<file path="config.mk">
export PLATFORM = sky130hd
export DESIGN_NAME = jump_motion
export DESIGN_NICKNAME = d
export VERILOG_FILES = /design/src/rtl/jump_motion.sv
export SDC_FILE = /design/constraint.sdc
export NUM_CORES = 1
export LEC_CHECK = 0
export ABC_AREA = 1
export CORE_ASPECT_RATIO = 1.25
export CORE_MARGIN = 5
export CORE_UTILIZATION = 35
export DETAILED_ROUTE_END_ITERATION = 6
export PLACE_DENSITY_LB_ADDON = 0.08
export SYNTH_ARGS = -nofsm -noshare
export SYNTH_HDL_FRONTEND = slang
export SYNTH_SLANG_ARGS = --single-unit
</file>
<file path="constraint.sdc">
create_clock -name clk -period 4.5 [get_ports clk]
set_clock_uncertainty 0.05 [all_clocks]
set_input_delay 1.35 -clock clk [delete_from_list [all_inputs] [get_ports clk]]
set_output_delay 1.35 -clock clk [all_outputs]
set_load 0.05 [all_outputs]
</file>
<file path="src/rtl/jump_motion.sv">
// Player vertical-motion engine: turns conditioned up/down button levels into a
// jump/duck state machine with a saturating height coordinate.
module jump_motion #(
   parameter int Y_W       = 8,
   parameter int MAX_H     = 100,
   parameter int RISE_STEP = 2,
   parameter int FALL_STEP = 2,
   parameter int TICK_DIV  = 4
) (
   input  logic           clk,
   input  logic           rst_n,
   input  logic           con_up,
   input  logic           con_down,
   output logic [Y_W-1:0] y,
   output logic [1:0]     state,
   output logic           jumping,
   output logic           ducking,
   output logic           land
);

   typedef enum logic [1:0] {
      GROUND = 2'd0,
      RISE   = 2'd1,
      FALL   = 2'd2,
      DUCK   = 2'd3
   } state_t;

   localparam int CNT_W = (TICK_DIV > 1) ? $clog2(TICK_DIV) : 1;
   localparam logic [CNT_W-1:0] CNT_LAST = CNT_W'(TICK_DIV - 1);

   // Height arithmetic carries one extra bit so sums and compares never wrap.
   localparam logic [Y_W:0] MAX_X  = (Y_W+1)'(MAX_H);
   localparam logic [Y_W:0] RISE_X = (Y_W+1)'(RISE_STEP);
   localparam logic [Y_W:0] FALL_X = (Y_W+1)'(FALL_STEP);
   localparam logic [Y_W:0] FAST_X = (Y_W+1)'(2 * FALL_STEP);

   state_t           cur;
   logic [Y_W-1:0]   y_r;
   logic [CNT_W-1:0] cnt;
   logic             con_up_q;

   logic             up_rise;
   logic             tick;
   logic [Y_W:0]     y_ext;
   logic [Y_W:0]     rise_sum;
   logic [Y_W:0]     fall_sel;
   logic [Y_W-1:0]   fall_diff;

   always_comb begin
      up_rise   = con_up & ~con_up_q;
      tick      = (cnt == CNT_LAST);
      y_ext     = {1'b0, y_r};
      rise_sum  = y_ext + RISE_X;
      fall_sel  = con_down ? FAST_X : FALL_X;
      fall_diff = y_r - fall_sel[Y_W-1:0];
   end

   // Single registered FSM; land is cleared every cycle unless a landing happens.
   always_ff @(posedge clk) begin
      if (!rst_n) begin
         cur      <= GROUND;
         y_r      <= '0;
         land     <= 1'b0;
         cnt      <= '0;
         con_up_q <= 1'b0;
      end else begin
         con_up_q <= con_up;
         cnt      <= tick ? '0 : cnt + 1'b1;
         land     <= 1'b0;
         case (cur)
            GROUND: begin
               y_r <= '0;
               if (up_rise)
                  cur <= RISE;
               else if (con_down)
                  cur <= DUCK;
            end
            RISE: begin
               // A down press aborts the rise immediately, ahead of any tick.
               if (con_down)
                  cur <= FALL;
               else if (tick) begin
                  if (rise_sum >= MAX_X) begin
                     y_r <= MAX_X[Y_W-1:0];
                     cur <= FALL;
                  end else begin
                     y_r <= rise_sum[Y_W-1:0];
                  end
               end
            end
            FALL: begin
               if (tick) begin
                  if (y_ext <= fall_sel) begin
                     y_r  <= '0;
                     cur  <= GROUND;
                     land <= 1'b1;
                  end else begin
                     y_r <= fall_diff;
                  end
               end
            end
            DUCK: begin
               y_r <= '0;
               if (up_rise)
                  cur <= RISE;
               else if (!con_down)
                  cur <= GROUND;
            end
            default: begin
               cur <= GROUND;
               y_r <= '0;
            end
         endcase
      end
   end

   assign y       = y_r;
   assign state   = cur;
   assign jumping = (cur == RISE) || (cur == FALL);
   assign ducking = (cur == DUCK);

endmodule

</file>
======== After elaboration in Yosys (flattened, before gate mapping) ========
Cells that the tools add are included.
cells by class
  equality and inequality tests ........... 12
  bitwise logic cells ..................... 3
  mux-type cells .......................... 18
  $add $sub $neg .......................... 3
  reductions and logical operators ........ 7
  magnitude comparators ................... 2
operators with widths
  operator                                                           count
  two-way mux 8 bit                                                  5
  one-hot mux 8 bit (3 select lines)                                 1
  two-way mux 2 bit                                                  9
  adder 8 x 2 -> 9 bit, second input constant                        1
  greater-or-equal comparator 9 x 7 -> 1 bit, second input constant  1
  != test 3 bit, second input constant                               3
  less-or-equal comparator 8 x 3 -> 1 bit                            1
  != test 2 bit, second input constant                               4
  one-hot mux 2 bit (4 select lines)                                 1
  subtractor 8 x 3 -> 8 bit                                          1
  equality test 2 bit, second input constant                         3
  AND reduction 3 bit                                                2
  AND reduction 6 bit                                                1
  OR reduction 2 bit                                                 2
  two-way mux 3 bit                                                  1
  != test 3 x 2 -> 1 bit, second input constant                      1
  adder 2 x 1 -> 2 bit, second input constant                        1
  equality test 2 x 1 -> 1 bit, second input constant                1
  logical NOT 2 bit                                                  1
  NOT 1 bit                                                          2
  AND 1 bit                                                          1
  logical OR 1 bit                                                   1
  two-way mux 1 bit                                                  1
word-level totals
  register bits ........................... 14
  logic and storage cells ................. 50
  input bits .............................. 4
  output and inout port bits .............. 13

======== Longest topological paths before layout ========
Gate-level depths: netlist of the first run.
  word-level depth ........................ 6
  gate-level depth with buffers ........... 13
  mapped depth without buffers ............ 13

======== Least setup slack after synthesis of the first run ========
No wires, ideal clock.
  path kind ............................... register to output
  start point ............................. register cur[0], in the netlist state[0]
  end point ............................... output jumping
  required time ........................... 3.100 ns
  buffers on the path ..................... 0
  stages on the path, launching flop included .. 3
  data arrival time ....................... 1.369 ns
  slack ................................... 1.731 ns
  cell sequence ........................... dfxtp_1 -> inv_1 -> ha_1
on the way
  cells in the longest elaborated chain, start to end .. 2
  elaborated cells between the ends (all ways) .. 3
  those cells by class .................... eq/ne (2); reduce/logical (1)
ends and longest elaborated chain
  item                                                                        RTL line  text
  start, declared                                                             37        state_t cur;
  start signal, assigned                                                      61        cur <= GROUND;
  start signal, assigned                                                      74        cur <= RISE;
  start signal, assigned                                                      76        cur <= DUCK;
  equality test 2 x 1 -> 1 bit / equality test 2 bit (equally long branches)  119       assign jumping = (cur == RISE) || (cur == FALL);
  logical OR 1 bit *                                                          119
  end, declared                                                               16        output logic jumping,
Mark *: on every way between the ends. The rest lies on a longest branch, timed or not.

======== Worst setup path in the final report of the first run ========
  start point ............................. register cur[1], in the netlist state[1]
  end point ............................... output jumping
Same word-level chain as after synthesis.

==> results of run 1 <==
[synth_stat cells]
library cell,count
a21oi_1,5
a21oi_2,1
a31oi_1,2
and3_1,1
buf_4,1
buf_6,2
clkbuf_2,1
conb_1,1
dfxtp_1,13
fa_1,1
ha_1,8
inv_1,27
nand2_1,26
nand2_2,2
nand3_1,6
nand3_2,2
nand3_4,1
nand4_1,3
nor2_1,19
nor3_1,5
nor4_1,1
o21a_1,1
o21ai_0,8
o21ai_1,2
o21ai_2,3
o21bai_1,2
o22ai_1,1
or2_4,1
xor2_1,6
[metal layers]
layer	wire length [um]	global-route usage, %	vias up
li1	-	-	513
met1	1090	15.6	480
met2	1380	25.3	16
met3	62	1.46	5
met4	38	5.29	0
met5	0	0	-
[worst paths after layout]
path,from,end,slack [ns],cells after the start
max,state[1],jumping,1.23,3
min,cnt[0],cnt[0],0.38,1
max reg2reg,state[0],y[6],2.44,13
min reg2reg,cnt[0],cnt[0],0.38,1
[report_power, final]
part | switching [mW] | internal, mW
Sequential | 0.0422 | 0.141
Combinational | 0.318 | 0.162
Clock | 0.0443 | 0.0344
[state kept, by name (all words and copies together), names as in the netlist]
signal	count
y	7
cnt	2
state	2
con_up_q	1
land	1
[logic make-up after synthesis]
kind of cell             count (synthesis)
flip-flops                              13
AO/OA/AOI/OAI                           25
buffers and inverters                   31
XOR/XNOR                                 6
AND/OR/NAND/NOR                         67
other                                    1
adder cells (fa/ha/maj)                  9
[cell type report]
cell class	instances	area [um2]
Fill cell	316	1670
Tap cell	36	45.0
Clock buffer	4	26.3
Inverter	27	101
Sequential cell	13	260
Multi-Input combinational cell	108	642
Timing Repair Buffer	15	150
[per-stage QoR]
stage	hold slack [ns]	std cells	area [um2]	util [%]	worst slack, ns
after floorplan	0.358	152	1040	-	1.73
after global placement	0.370	199	1200	41.5	1.02
after detailed placement	0.375	199	1200	41.5	1.02
after CTS	0.390	203	1220	42.4	1.20
after global routing	0.408	203	1220	42.4	1.14
final	0.385	203	1220	42.4	1.23
[worst register-to-register path: stages (launching register included)]
cell	delay [ns]
dfxtp_1	0.42
inv_1	0.09
ha_1	0.22
inv_1	0.11
nor2_1	0.07
nor2_1	0.16
inv_1	0.08
o21ai_2	0.15
inv_1	0.18
nor2_1	0.16
o21ai_1	0.09
o21ai_0	0.08
nor2_1	0.05
nor2_1	0.08
[layout by cell type, fill, tap and decap left out, types with 6 or more instances in the layout]
cell / synthesis / routed
nand2_1: 26 / 26
nor2_1: 19 / 19
inv_1: 27 / 27
clkdlybuf4s50_1: 0 / 15
dfxtp_1: 13 / 13
o21ai_0: 8 / 8
xor2_1: 6 / 6
nand3_1: 6 / 6
ha_1: 8 / 8
==> run metrics, run 1 <==
status finished clean; proportion of synthesized area in mux cells 0%; vias 1014; DRC 0; P&R area growth vs syn 18.0%; Leak 0.561 nW; crit path kind reg -> out; GR Util All Layers 13.7%; WL per Instance 12.7 um; Final Cycle Share 72.8%; worst-path maximum fanout 5; Worst Tran Pin Value 0.500 ns; # resized after CTS 0; first-pass GRT wire length 4.52 mm; initial antenna violation count 0; total core area 0.00289 mm2; Clock Latency Late Sink 0.29 ns; syn avg cell area 6.83 um2; post-CTS setup buffer count 0; Die H 70.9 um; Setup TNS Final 0 ns; critical path arrival 1.87 ns; RSZ-0062 raised after global routing false; sequential share of the synthesized area 25.1%; # rows 22; clk root buf clkbuf_4; XOR/XNOR share of the synthesized area 5.06%; total of max-cap violations 0; simple-gate share of the synthesized area 30.2%; Crit path largest cell delay 0.80 ns; Yosys cell types 29; Synth Cell Area 0.00104 mm2; CP max stage cell clkdlybuf4s50_1; Max Fclk 0.305 GHz; Synth Area in Compound Gates 14.6%; share of cells above drive strength 1 7.78%; main combinational cell family by area after synthesis simple AND/OR/NAND/NOR gates; ranking of synthesized cells by area dfxtp_1, inv_1, ha_1, nand2_1, nor2_1; CP endpoint kind output port; number of global-route vias before repair 1058; final WL 2.58 mm; largest net degree at the start of global routing 10; gr ovfl total 0; n_diodes 0; vias per inst 5.00; Clock transition at path regs 0.10 ns; Final setup viols 0; CP bufs+invs 2; Critical Path RT 3.10 ns; Syn Inst Count 152; drt initial violations 27; final hold viol count 0; Yosys warnings 0; Hold-fix buffers, CTS 0; number of detailed-route iterations in the first pass 4; CTS Sinks 13; Die X 58.7 um; GP Congestion 0.899; largest buffer count on any clock path 2; delay-heaviest family, CP buffers and inverters; Max-slew headroom 66.6%; syn nets 165; pwr dens 606 mW/mm2; DP Wirelength 2.02 mm; CTS Buf Count 3; fraction of the mapped netlist area in adder cells 11.6%; antenna viol nets, final 0; CTS tree built; die area 0.00416 mm2; Power Total 0.742 mW; Final nets 181; HP Class reg -> reg; Yosys reg bits 13; worst-case vdd ir drop 0.406 mV; CP Cell Sequence inv_1, ha_1, clkdlybuf4s50_1; Max Slew Vio Count 0; # port buffers 15; H-tree depth 1; min Tclk post-route 3.27 ns; Startpoint Class flop; Starting Density 35.9%; cell taking the most area after synthesis dfxtp_1; share of the synthesized area in the top cell type 25.1%; I/O pin cnt 17
No activity file was read; power rests on OpenSTA's default activity.
==> run 2: changes to the inputs <==
==> constraint.sdc (replaced) <==
create_clock -name clk -period 3.3 [get_ports clk]
set_clock_uncertainty 0.05 [all_clocks]
set_input_delay 0.99 -clock clk [delete_from_list [all_inputs] [get_ports clk]]
set_output_delay 0.99 -clock clk [all_outputs]
set_load 0.05 [all_outputs]
==> run metrics, run 2 (synthesized netlist as in run 1, its figures left out) <==
clk root buf clkbuf_4; Setup TNS Final 0 ns (unchanged); CTS Sinks 13 (unchanged); Critical Path RT 2.26 ns (-0.84 ns); Max Slew Vio Count 0 (unchanged); # rows 22 (unchanged); die area 0.00416 mm2 (unchanged); dpl cell area 0.00120 mm2 (unchanged); Startpoint Class flop; post-CTS setup buffer count 0 (unchanged); R2R Path Start y[1]; Final Cycle Share 88.3%; min Tclk post-route 2.91 ns; CP endpoint kind output port; largest buffer count on any clock path 2 (unchanged); Final Cell Area 0.00122 mm2 (unchanged); origin of the worst min-delay path cnt[0]; final hold viol count 0 (unchanged); delay-heaviest family, CP buffers and inverters; DRC 0 (unchanged); n_diodes 0 (unchanged); # resized after CTS 0 (unchanged); Clock transition at path regs 0.09 ns (about the same); critical path arrival 1.87 ns (about the same); P&R area growth vs syn 18.0% (unchanged); Worst Tran Pin Value 0.499 ns (-0.000904 ns); Starting Density 35.9% (unchanged); vias 993 (-2.1%); Hold-fix buffers, CTS 0 (unchanged); DP Wirelength 2.05 mm (+1.4%); Die H 70.9 um (unchanged); largest net degree at the start of global routing 10 (unchanged); Clock Latency Late Sink 0.28 ns (about the same); Worst R2R Path Depth 10 (-3); CP Cell Sequence inv_1, ha_1, clkdlybuf4s50_1; worst setup path startpoint state[1]; total core area 0.00289 mm2 (unchanged); Final setup viols 0 (unchanged); CP bufs+invs 2 (unchanged); RSZ-0062 raised after global routing false; vias per inst 4.89 (-2.1%); Crit path largest cell delay 0.80 ns (about the same); # port buffers 15 (unchanged); drt initial violations 15 (-44%); Max-slew headroom 66.6% (about the same); first-pass GRT wire length 4.55 mm (+0.77%); pre-CTS setup slack 0.182 ns (-0.840 ns); total of max-cap violations 0 (unchanged); most frequent cells in the layout inv_1, nand2_1, nor2_1, clkdlybuf4s50_1, dfxtp_1; CTS tree built; Leak 0.561 nW (unchanged); WL per Instance 12.6 um (-0.54%); share of cells above drive strength 1 7.78% (unchanged); crit path kind reg -> out; H-tree depth 1 (unchanged); Final WS setup 0.388 ns (-0.838 ns); commonest non-fill, non-tap cell in the layout inv_1; worst-path maximum fanout 5 (unchanged); number of detailed-route iterations in the first pass 4 (unchanged); Power Total 1.01 mW (+36%); max reg flops 7 (unchanged); GP Congestion 0.899 (unchanged); number of global-route vias before repair 1040 (-1.7%); GR Util All Layers 13.8% (+0.052 points); worst-case vdd ir drop 0.493 mV (+22%); I/O pin cnt 17 (unchanged); Critical Path Stages 3 (unchanged); Final nets 181 (unchanged); CTS Buf Count 3 (unchanged); status finished clean; pwr dens 823 mW/mm2 (+36%); CP max stage cell clkdlybuf4s50_1; antenna viol nets, final 0 (unchanged); final WL 2.56 mm (-0.54%); gr ovfl total 0 (unchanged); Die X 58.7 um (unchanged); HP Class reg -> reg; worst hold stages 1 (unchanged); initial antenna violation count 0 (unchanged); Max Fclk 0.343 GHz
## run 2: metal layers
layer  GRT usage [%]  wire length, um  vias up
li1                -                -      513
met1            15.9             1110      464
met2            24.6             1370       12
met3            2.01               47        4
met4            5.54               38        0
met5               0                0        -
## run 2: power by group
| group | internal (mW) | switching, mW |
|---|---|---|
| combinational | 0.220 | 0.433 |
| sequential | 0.192 | 0.0573 |
| clock | 0.0469 | 0.0581 |
| total | 0.459 | 0.549 |
## run 2: layout make-up
class | count | area, um2
Fill cell | 325 | 1670
Multi-Input combinational cell | 108 | 642
Timing Repair Buffer | 15 | 150
Inverter | 27 | 101
Sequential cell | 13 | 260
Tap cell | 36 | 45.0
Clock buffer | 4 | 26.3
## run 2: through the flow
stage | cells | utilization, % | hold slack [ns]
after detailed placement | 199 | 41.5 | 0.375
after global placement | 199 | 41.5 | 0.370
after CTS | 203 | 42.4 | 0.390
after global routing | 203 | 42.4 | 0.409
after floorplan | 152 | - | 0.358
final | 203 | 42.4 | 0.390
## run 2: final timing paths
check | slack (ns) | to
max | 0.39 | jumping
min | 0.39 | cnt[0]
max reg2reg | 1.28 | y[7]
min reg2reg | 0.39 | cnt[0]
## run 2: worst register-to-register path, cell delays in order (launching register included)
cell and delay (ns):
dfxtp_1 0.44, inv_1 0.09, ha_1 0.25, fa_1 0.42, nand2_1 0.12, nor2_1 0.07
nand3_1 0.10, xor2_1 0.15, nor2_1 0.06, a21oi_1 0.11, nor2_1 0.05
==> run 3: changes to the inputs <==
--- a/config.mk
+++ b/config.mk
@@ -10,6 +10,8 @@
 export CORE_MARGIN = 5
 export CORE_UTILIZATION = 35
 export DETAILED_ROUTE_END_ITERATION = 6
+export GPL_ROUTABILITY_DRIVEN = 1
+export HOLD_SLACK_MARGIN = 0.15
 export PLACE_DENSITY_LB_ADDON = 0.08
 export SYNTH_ARGS = -nofsm -noshare
 export SYNTH_HDL_FRONTEND = slang
==> results of run 3 <==
Same layout as run 2: the final DEF is identical, and so are final timing and power.
